## config.mk

```make
export PLATFORM = sky130hd
export DESIGN_NAME = psum_accumulator_flat
export DESIGN_NICKNAME = d
export VERILOG_FILES = /design/src/rtl/psum_accumulator_if.sv /design/src/rtl/psum_accumulator.sv /design/src/flat_wrapper.sv
export SDC_FILE = /design/constraint.sdc
export NUM_CORES = 1
export LEC_CHECK = 0
export BUFFER_PORTS_ARGS = -buffer_cell sky130_fd_sc_hd__buf_2
export CAP_MARGIN = 20
export CORE_ASPECT_RATIO = 1.2
export CORE_MARGIN = 2
export CORE_UTILIZATION = 60
export CTS_CLUSTER_DIAMETER = 150
export DETAILED_ROUTE_END_ITERATION = 10
export PLACE_DENSITY_LB_ADDON = 0.12
export SLEW_MARGIN = 20
export SYNTH_ARGS = -nofsm -noshare
export SYNTH_HDL_FRONTEND = slang
export SYNTH_SLANG_ARGS = --single-unit
export TNS_END_PERCENT = 20
```

## constraint.sdc

```tcl
create_clock -name clk -period 17.21 [get_ports clk]
set_clock_uncertainty 0.2 [all_clocks]
set_input_delay 0.8605 -clock clk [delete_from_list [all_inputs] [get_ports clk]]
set_output_delay 0.8605 -clock clk [all_outputs]
set_load 0.05 [all_outputs]
```

## src/rtl/psum_accumulator_if.sv

```systemverilog
// psum_accumulator_if
// Bundles the signals between the partial-sum accumulator and its neighbours:
// the start/config strobe, the adder-tree side (enable, valid, tree output,
// upstream_ready) and the output stream toward the output buffer writer
// (out_data/out_valid/out_ready), plus the busy and ovf_err status flags.
//   master : drives start, cfg_*, adder_enable, tree_in_valid,
//            adder_tree_out, out_ready
//   slave  : drives upstream_ready, out_data, out_valid, busy, ovf_err
interface psum_accumulator_if #(
  parameter int WID_IN  = 16,
  parameter int WID_ACC = 32,
  parameter int WID_OUT = 16,
  parameter int CH_W    = 8
);

  logic                start;
  logic [CH_W-1:0]     cfg_num_ch;
  logic [WID_ACC-1:0]  cfg_bias;
  logic                cfg_relu;
  logic [4:0]          cfg_shift;
  logic                adder_enable;
  logic                tree_in_valid;
  logic [WID_IN-1:0]   adder_tree_out;
  logic                upstream_ready;
  logic [WID_OUT-1:0]  out_data;
  logic                out_valid;
  logic                out_ready;
  logic                busy;
  logic                ovf_err;

  modport master (
    output start, cfg_num_ch, cfg_bias, cfg_relu, cfg_shift,
    output adder_enable, tree_in_valid, adder_tree_out, out_ready,
    input  upstream_ready, out_data, out_valid, busy, ovf_err
  );

  modport slave (
    input  start, cfg_num_ch, cfg_bias, cfg_relu, cfg_shift,
    input  adder_enable, tree_in_valid, adder_tree_out, out_ready,
    output upstream_ready, out_data, out_valid, busy, ovf_err
  );

endinterface

```

## src/rtl/psum_accumulator.sv

```systemverilog
// psum_accumulator
// Sits behind the pooling/NL adder tree. A valid-tracking shift register
// follows real samples through the tree, the accumulator sums cfg_num_ch
// samples per result, a finish stage adds bias, applies optional ReLU,
// round-half-up shifts and saturates, and the result is queued in a small
// output FIFO. upstream_ready throttles new tree inputs so that every sample
// already inside the tree still has a FIFO slot when it finishes.
// Ports:
//   clk, rst : clock, asynchronous active-high reset
//   bus      : psum_accumulator_if.slave (config, tree side, output stream,
//              status flags)
module psum_accumulator #(
  parameter int WID_IN     = 16,
  parameter int WID_ACC    = 32,
  parameter int WID_OUT    = 16,
  parameter int TREE_LAT   = 5,
  parameter int CH_W       = 8,
  parameter int FIFO_DEPTH = 8
) (
  input logic               clk,
  input logic               rst,
  psum_accumulator_if.slave bus
);

  localparam int AW    = $clog2(FIFO_DEPTH);
  localparam int CNT_W = AW + 1;
  localparam int OCC_W = $clog2(FIFO_DEPTH + TREE_LAT + 2) + 1;
  localparam int SUM_W = WID_ACC + 1;
  localparam int RND_W = WID_ACC + 2;

  localparam logic signed [RND_W-1:0] OUT_MAX =
    {{(RND_W - WID_OUT + 1){1'b0}}, {(WID_OUT-1){1'b1}}};
  localparam logic signed [RND_W-1:0] OUT_MIN =
    {{(RND_W - WID_OUT + 1){1'b1}}, {(WID_OUT-1){1'b0}}};

  // Configuration latched by start
  logic [CH_W-1:0]    cfgNumCh_q, cfgNumCh_d;
  logic [WID_ACC-1:0] cfgBias_q, cfgBias_d;
  logic               cfgRelu_q, cfgRelu_d;
  logic [4:0]         cfgShift_q, cfgShift_d;

  // Valid tracking through the adder tree
  logic [TREE_LAT-1:0] pipe_q, pipe_d;
  logic                enPrev_q, enPrev_d;

  // Accumulation and finish stage
  logic [WID_ACC-1:0] acc_q, acc_d;
  logic [CH_W-1:0]    chCnt_q, chCnt_d;
  logic               fin_q, fin_d;

  // Output FIFO
  logic [WID_OUT-1:0] mem_q [FIFO_DEPTH];
  logic [AW-1:0]      wrPtr_q, wrPtr_d;
  logic [AW-1:0]      rdPtr_q, rdPtr_d;
  logic [CNT_W-1:0]   count_q, count_d;
  logic               ovf_q, ovf_d;
  logic               upReady_q, upReady_d;

  logic               sampleValid;
  logic               lastSample;
  logic [CH_W-1:0]    numEffM1;
  logic [WID_ACC-1:0] sampleExt;
  logic               fifoFull;
  logic               doPush;
  logic               doPop;
  logic [OCC_W-1:0]   inflight;
  logic [OCC_W-1:0]   occupancy;

  logic signed [SUM_W-1:0] finSum;
  logic signed [RND_W-1:0] finRoundInc;
  logic signed [RND_W-1:0] finRounded;
  logic signed [RND_W-1:0] finShifted;
  logic [WID_OUT-1:0]      finResult;

  // The pipe tail only marks a fresh sample on the cycle right after an
  // enabled edge; when the tree is stalled the tail bit is stale. A sample
  // landing in the same cycle as start belongs to the old job and is dropped.
  always_comb begin
    sampleValid = pipe_q[TREE_LAT-1] && enPrev_q && !bus.start;
    numEffM1    = (cfgNumCh_q == '0) ? '0 : cfgNumCh_q - CH_W'(1);
    lastSample  = sampleValid && (chCnt_q == numEffM1);
    sampleExt   = {{(WID_ACC-WID_IN){bus.adder_tree_out[WID_IN-1]}}, bus.adder_tree_out};
  end

  // Finish datapath: bias, ReLU, round-half-up shift, saturation. The sum is
  // kept one bit wider than the accumulator and the rounding one more, so
  // only the final saturation can clip.
  always_comb begin
    finSum = $signed({acc_q[WID_ACC-1], acc_q}) + $signed({cfgBias_q[WID_ACC-1], cfgBias_q});
    if (cfgRelu_q && finSum[SUM_W-1]) begin
      finSum = '0;
    end
    finRoundInc = '0;
    if (cfgShift_q != 5'd0) begin
      finRoundInc = RND_W'(1) << (cfgShift_q - 5'd1);
    end
    finRounded = $signed({finSum[SUM_W-1], finSum}) + finRoundInc;
    finShifted = finRounded >>> cfgShift_q;
    if (finShifted > OUT_MAX) begin
      finResult = {1'b0, {(WID_OUT-1){1'b1}}};
    end else if (finShifted < OUT_MIN) begin
      finResult = {1'b1, {(WID_OUT-1){1'b0}}};
    end else begin
      finResult = finShifted[WID_OUT-1:0];
    end
  end

  // Next-state logic for config, valid pipe, accumulator and finish flag
  always_comb begin
    cfgNumCh_d = cfgNumCh_q;
    cfgBias_d  = cfgBias_q;
    cfgRelu_d  = cfgRelu_q;
    cfgShift_d = cfgShift_q;
    pipe_d     = pipe_q;
    enPrev_d   = bus.adder_enable;
    acc_d      = acc_q;
    chCnt_d    = chCnt_q;
    fin_d      = lastSample;

    if (bus.start) begin
      cfgNumCh_d = bus.cfg_num_ch;
      cfgBias_d  = bus.cfg_bias;
      cfgRelu_d  = bus.cfg_relu;
      cfgShift_d = bus.cfg_shift;
      pipe_d     = '0;
      acc_d      = '0;
      chCnt_d    = '0;
    end else begin
      if (bus.adder_enable) begin
        pipe_d = {pipe_q[TREE_LAT-2:0], bus.tree_in_valid};
      end
      if (sampleValid) begin
        acc_d   = (chCnt_q == '0) ? sampleExt : acc_q + sampleExt;
        chCnt_d = lastSample ? '0 : chCnt_q + CH_W'(1);
      end
    end
  end

  // FIFO control and flow control. A push while full is still accepted when
  // a pop happens the same cycle; otherwise it is dropped and flagged. A drop
  // coinciding with start still sets the flag because the result is lost.
  // upstream_ready is registered from next-state occupancy (FIFO entries,
  // samples in the tree, result in the finish stage), so the value seen in a
  // cycle already accounts for everything that can still land in the FIFO.
  always_comb begin
    fifoFull = (count_q == CNT_W'(FIFO_DEPTH));
    doPop    = (count_q != '0) && bus.out_ready;
    doPush   = fin_q && (!fifoFull || doPop);
    ovf_d    = bus.start ? 1'b0 : ovf_q;
    if (fin_q && fifoFull && !doPop) begin
      ovf_d = 1'b1;
    end
    wrPtr_d = wrPtr_q + AW'(doPush);
    rdPtr_d = rdPtr_q + AW'(doPop);
    count_d = count_q + CNT_W'(doPush) - CNT_W'(doPop);

    inflight = '0;
    for (int i = 0; i < TREE_LAT; i++) begin
      inflight = inflight + OCC_W'(pipe_d[i]);
    end
    occupancy = OCC_W'(count_d) + inflight + OCC_W'(fin_d);
    upReady_d = (occupancy < OCC_W'(FIFO_DEPTH));
  end

  // State registers, all cleared (FIFO contents included) by async reset
  always_ff @(posedge clk or posedge rst) begin
    if (rst) begin
      cfgNumCh_q <= CH_W'(1);
      cfgBias_q  <= '0;
      cfgRelu_q  <= 1'b0;
      cfgShift_q <= '0;
      pipe_q     <= '0;
      enPrev_q   <= 1'b0;
      acc_q      <= '0;
      chCnt_q    <= '0;
      fin_q      <= 1'b0;
      wrPtr_q    <= '0;
      rdPtr_q    <= '0;
      count_q    <= '0;
      ovf_q      <= 1'b0;
      upReady_q  <= 1'b1;
      for (int i = 0; i < FIFO_DEPTH; i++) begin
        mem_q[i] <= '0;
      end
    end else begin
      cfgNumCh_q <= cfgNumCh_d;
      cfgBias_q  <= cfgBias_d;
      cfgRelu_q  <= cfgRelu_d;
      cfgShift_q <= cfgShift_d;
      pipe_q     <= pipe_d;
      enPrev_q   <= enPrev_d;
      acc_q      <= acc_d;
      chCnt_q    <= chCnt_d;
      fin_q      <= fin_d;
      wrPtr_q    <= wrPtr_d;
      rdPtr_q    <= rdPtr_d;
      count_q    <= count_d;
      ovf_q      <= ovf_d;
      upReady_q  <= upReady_d;
      if (doPush) begin
        mem_q[wrPtr_q] <= finResult;
      end
    end
  end

  // Outputs
  always_comb begin
    bus.out_data       = mem_q[rdPtr_q];
    bus.out_valid      = (count_q != '0);
    bus.busy           = (|pipe_q) || (chCnt_q != '0) || fin_q;
    bus.ovf_err        = ovf_q;
    bus.upstream_ready = upReady_q;
  end

endmodule

```

## src/flat_wrapper.sv

```systemverilog
// flat-port wrapper written by rule: the top's interface ports become plain ports
module psum_accumulator_flat 
#(
  parameter int WID_IN     = 16,
  parameter int WID_ACC    = 32,
  parameter int WID_OUT    = 16,
  parameter int TREE_LAT   = 5,
  parameter int CH_W       = 8,
  parameter int FIFO_DEPTH = 8
)
  (clk, rst, bus_start, bus_cfg_num_ch, bus_cfg_bias, bus_cfg_relu, bus_cfg_shift, bus_adder_enable, bus_tree_in_valid, bus_adder_tree_out, bus_out_ready, bus_upstream_ready, bus_out_data, bus_out_valid, bus_busy, bus_ovf_err);
  psum_accumulator_if #(.WID_IN(WID_IN), .WID_ACC(WID_ACC), .WID_OUT(WID_OUT), .CH_W(CH_W)) bus_i ();
  input logic clk;
  input logic rst;
  input wire logic [$bits(bus_i.start)-1:0] bus_start;
  input wire logic [$bits(bus_i.cfg_num_ch)-1:0] bus_cfg_num_ch;
  input wire logic [$bits(bus_i.cfg_bias)-1:0] bus_cfg_bias;
  input wire logic [$bits(bus_i.cfg_relu)-1:0] bus_cfg_relu;
  input wire logic [$bits(bus_i.cfg_shift)-1:0] bus_cfg_shift;
  input wire logic [$bits(bus_i.adder_enable)-1:0] bus_adder_enable;
  input wire logic [$bits(bus_i.tree_in_valid)-1:0] bus_tree_in_valid;
  input wire logic [$bits(bus_i.adder_tree_out)-1:0] bus_adder_tree_out;
  input wire logic [$bits(bus_i.out_ready)-1:0] bus_out_ready;
  output wire logic [$bits(bus_i.upstream_ready)-1:0] bus_upstream_ready;
  output wire logic [$bits(bus_i.out_data)-1:0] bus_out_data;
  output wire logic [$bits(bus_i.out_valid)-1:0] bus_out_valid;
  output wire logic [$bits(bus_i.busy)-1:0] bus_busy;
  output wire logic [$bits(bus_i.ovf_err)-1:0] bus_ovf_err;
  assign bus_i.start = bus_start;
  assign bus_i.cfg_num_ch = bus_cfg_num_ch;
  assign bus_i.cfg_bias = bus_cfg_bias;
  assign bus_i.cfg_relu = bus_cfg_relu;
  assign bus_i.cfg_shift = bus_cfg_shift;
  assign bus_i.adder_enable = bus_adder_enable;
  assign bus_i.tree_in_valid = bus_tree_in_valid;
  assign bus_i.adder_tree_out = bus_adder_tree_out;
  assign bus_i.out_ready = bus_out_ready;
  assign bus_upstream_ready = bus_i.upstream_ready;
  assign bus_out_data = bus_i.out_data;
  assign bus_out_valid = bus_i.out_valid;
  assign bus_busy = bus_i.busy;
  assign bus_ovf_err = bus_i.ovf_err;
  psum_accumulator #(.WID_IN(WID_IN), .WID_ACC(WID_ACC), .WID_OUT(WID_OUT), .TREE_LAT(TREE_LAT), .CH_W(CH_W), .FIFO_DEPTH(FIFO_DEPTH)) u_core (.clk(clk), .rst(rst), .bus(bus_i));
endmodule
```

==> impl_metrics.env <==
export IMPL_fin_setup_tns_ns=0
export IMPL_route_detailed_vias_per_inst=6.48
export IMPL_report_final_hold_viol_count=0
export IMPL_layout_area_seq_mm2=0.00583
export IMPL_vdd_ir_drop_max_mv=0.0927
export IMPL_p_per_area_mw_per_mm2=95.6
export IMPL_yosys_mux_area_fraction_pct=13.1
export IMPL_timing_reg2reg_worst_path_depth=27
export IMPL_antenna_found_initial=1
export IMPL_area_of_combinational_cells_with_multiple_inputs_mm2=0.0117
export IMPL_cell_taking_the_most_area_after_synthesis="dfrtp_1"
export IMPL_top_level_ports=88
export IMPL_synthTopCellsByArea="dfrtp_1 32%, ha_1 7.9%, mux2_2 6.5%"
export IMPL_globalRoute_totalOverflow=0
export IMPL_place_gp_congestion=0.936
export IMPL_drt_iter0_drc=1199
export IMPL_cts_tree="done"
export IMPL_clock_insertion_delay_worst_skew_ns=0.56
export IMPL_yosys_most_used_dff="dfrtp_1"
export IMPL_wl_per_cell_um=20.0
export IMPL_cts_sinks=233
export IMPL_fillers=2522
export IMPL_post_cts_resized_instances=0
export IMPL_cts_buffer_depth=3
export IMPL_critPathSlowestCell="o21ai_2"
export IMPL_hold_class="primary input to asynchronous set/reset pin"
export IMPL_num_rows=69
export IMPL_postSynthCellCount=2056
export IMPL_synthesis_area_per_instance_um2=8.85
export IMPL_cp_end_kind="flop"
export IMPL_grt_pass1_wl_mm=82.5
export IMPL_drv_slew=0
export IMPL_ant_nets=0
export IMPL_drt_total_wl_mm=50.1
export IMPL_cp_max_fo=25
export IMPL_proportion_of_netlist_area_held_by_the_largest_area_contributor_pct=31.8
export IMPL_grt_pass1_vias=16335
export IMPL_grt_max_degree=154
export IMPL_synth_cell_types=91
export IMPL_post_route_cells_drive_above_1_share_pct=16.6
export IMPL_detail_route_drc_violations=0
export IMPL_final_period_minus_worst_setup_slack_ns=9.04
export IMPL_postSynth_asyncResetShare_pct=100
export IMPL_slew_limit_headroom_pct=21.8
export IMPL_net_count_after_synthesis=2245
export IMPL_synthesis_to_finish_area_growth_pct=8.71
export IMPL_die_area_mm2=0.0317
export IMPL_cts_buffers=26
export IMPL_ys_ff_latch=233
export IMPL_grtUsageTotal_pct=31.8
export IMPL_synth_top_family_by_area="compound AO/OA/AOI/OAI gates"
export IMPL_dp_hpwl_mm=36.4
export IMPL_critPathRequiredTime_ns=17.43
export IMPL_worstReg2RegEnd="u_core.mem_q[50]$_DFFE_PP0P_"
export IMPL_timing_critical_path_from_type="flop"
export IMPL_report_final_setup_viol=0
export IMPL_antennaDiodeCount=0
export IMPL_nets=2281
export IMPL_fin_crit_sh_pct=52.5
export IMPL_status="finished, final reports clean"
export IMPL_post_synth_instance_area_mm2=0.0182
export IMPL_synth_adder_area_share_pct=8.57
export IMPL_cts_reportedPaths_clkPinSlew_ns=0.06
export IMPL_synth_compound_area_share_pct=21.9
export IMPL_most_common_cell_after_layout_fill_and_taps_aside="nor2_1"
export IMPL_cts_hold_buffers_added=0
export IMPL_ys_seq_area_share_pct=32.1
export IMPL_start_util_pct=61.3
export IMPL_regToRegStartpoint="u_core.acc_q[0]$_DFFE_PP0P_"
export IMPL_critical_path_max_stage_delay_ns=0.73
export IMPL_root_buffer="clkbuf_16"
export IMPL_timing_worst_setup_path_type="flop to flop"
export IMPL_dr_total_vias=16193
export IMPL_reg2reg_setup_slack_ns=8.17
export IMPL_cap_viol_max_count=0
export IMPL_warnings_from_yosys=0
export IMPL_fp_dieW_um=163
export IMPL_synthSimpleGateAreaFrac_pct=16.3
export IMPL_placed_insts=2454
export IMPL_worst_endpoint_arrival_ns=9.26
export IMPL_worst_slew_pin_slew_ns=1.17
export IMPL_cts_max_level=1
export IMPL_layout_common_cells="250 x nor2_1, 230 x dfrtp_1, 182 x a21oi_1"
export IMPL_grt_setup_unrepaired="false"
export IMPL_p_leak_nw=8.72
export IMPL_post_cts_repair_setup_buffers=0
export IMPL_synth_edf_count=0
export IMPL_synth_xor_area_share_pct=4.48
export IMPL_die_height_um=195
export IMPL_floorplan_core_area_mm2=0.0297
export IMPL_port_buffers=87
export IMPL_cell_type_with_the_highest_occurrence_count_on_the_critical_path="a21oi_1"
export IMPL_fin_cells=2500
export IMPL_fmax_mhz=111
export IMPL_drt_first_pass_iters=5
worst max path at each step:
stage | endpoint | cells after the start | start | slack [ns]
floorplan | u_core.acc_q[0]$_DFFE_PP0P_ | 1 | rst | 9.76
detailed placement | u_core.mem_q[119]$_DFFE_PP0P_ | 25 | u_core.acc_q[9]$_DFFE_PP0P_ | 8.40
finish | u_core.mem_q[50]$_DFFE_PP0P_ | 27 | u_core.acc_q[0]$_DFFE_PP0P_ | 8.17
CTS | u_core.mem_q[50]$_DFFE_PP0P_ | 25 | u_core.acc_q[9]$_DFFE_PP0P_ | 8.35
global placement | u_core.mem_q[82]$_DFFE_PP0P_ | 27 | u_core.acc_q[0]$_DFFE_PP0P_ | 8.40
global route | u_core.mem_q[55]$_DFFE_PP0P_ | 27 | u_core.acc_q[0]$_DFFE_PP0P_ | 7.55
flip-flops by register name (all words and copies together) (netlist names):
| signal | cells |
|---|---|
| u_core.chCnt_q | 8 |
| u_core.cfgBias_q | 32 |
| u_core.count_q | 4 |
| u_core.pipe_q | 5 |
| u_core.acc_q | 32 |
| u_core.cfgNumCh_q | 8 |
| u_core.cfgShift_q | 5 |
| u_core.wrPtr_q | 3 |
| u_core.rdPtr_q | 3 |
| u_core.enPrev_q | 1 |
| u_core.bus.upstream_ready | 1 |
| u_core.bus.ovf_err | 1 |
| u_core.cfgRelu_q | 1 |
| u_core.fin_q | 1 |
| u_core.mem_q | 128 |
cells in the mapped netlist, types with 6 or more instances:
library cell and number:
xnor2_1 53, a21oi_2 7, a31oi_1 15, a21oi_1 183, nand3b_1 7, fa_1 6, buf_2 12, mux4_2 35
xor2_1 40, and3_1 14, o31ai_1 9, nor2b_1 9, o32ai_1 7, o21a_1 16, o22a_1 33, o211ai_1 21
inv_1 56, clkbuf_1 77, nand3_1 36, a2111oi_0 7, o21bai_1 12, or3_1 9, buf_1 16, ha_1 115
mux2_2 105, o21ai_0 123, nand4_1 15, or2_2 14, mux2i_1 42, nand2_1 177, and2_1 18, dfrtp_1 231
a211oi_1 36, nand2b_1 22, a211o_1 8, a21o_1 38, o22ai_1 6, o21ai_1 15, nor3_1 42, nor4_1 14
nor2_1 250
kinds of logic after synthesis:
kind of cell,count (synthesis)
adders and majority gates,121
buffers and inverters,165
AOI/OAI and AO/OA,609
and+or+nand+nor,652
DFF,233
muxes,182
other,1
xor gates and xnor gates,93
per-layer routing:
| layer | wire length, um | track usage [%] |
|---|---|---|
| met1 | 21100 | 41.3 |
| met2 | 24100 | 54.2 |
| met3 | 2870 | 4.31 |
| met4 | 1970 | 11.8 |
| met5 | 13 | 0 |
per-stage QoR:
step	utilization (%)	area, um2	setup WS, ns	hold WS, ns	total power, mW
2_1_floorplan	-	18200	9.76	0.275	1.17
3_3_place_gp	63.8	18900	8.40	0.284	1.33
3_5_place_dp	63.8	18900	8.40	0.291	1.34
4_1_cts	66.6	19800	8.35	0.297	1.90
5_1_grt	66.6	19800	7.55	0.316	1.98
6_report	66.6	19800	8.17	0.194	1.89
power by group:
group | switching (mW) | leakage [nW] | internal, mW
clock | 0.234 | 0.411 | 0.315
sequential | 0.0253 | 2.79 | 0.576
combinational | 0.466 | 5.52 | 0.275
layout make-up:
cell class	instances	area share (%)
multi-input cells	1658	59.4
flip-flops and latches	233	29.5
clock buffers	35	3.71
repair buffers	114	3.24
well taps	390	2.47
inverters	59	1.18
clock inverters	11	0.525
worst max-delay path, delay by kind of cell, from the launching register on:
family	cells	cell delay [ns]
compound gates	15	5.63
fa+ha+maj	3	0.87
buf+inv	2	0.29
flops	1	0.37
mux	1	0.39
simple gates	6	1.14
Power figures use the tool's default switching activity.
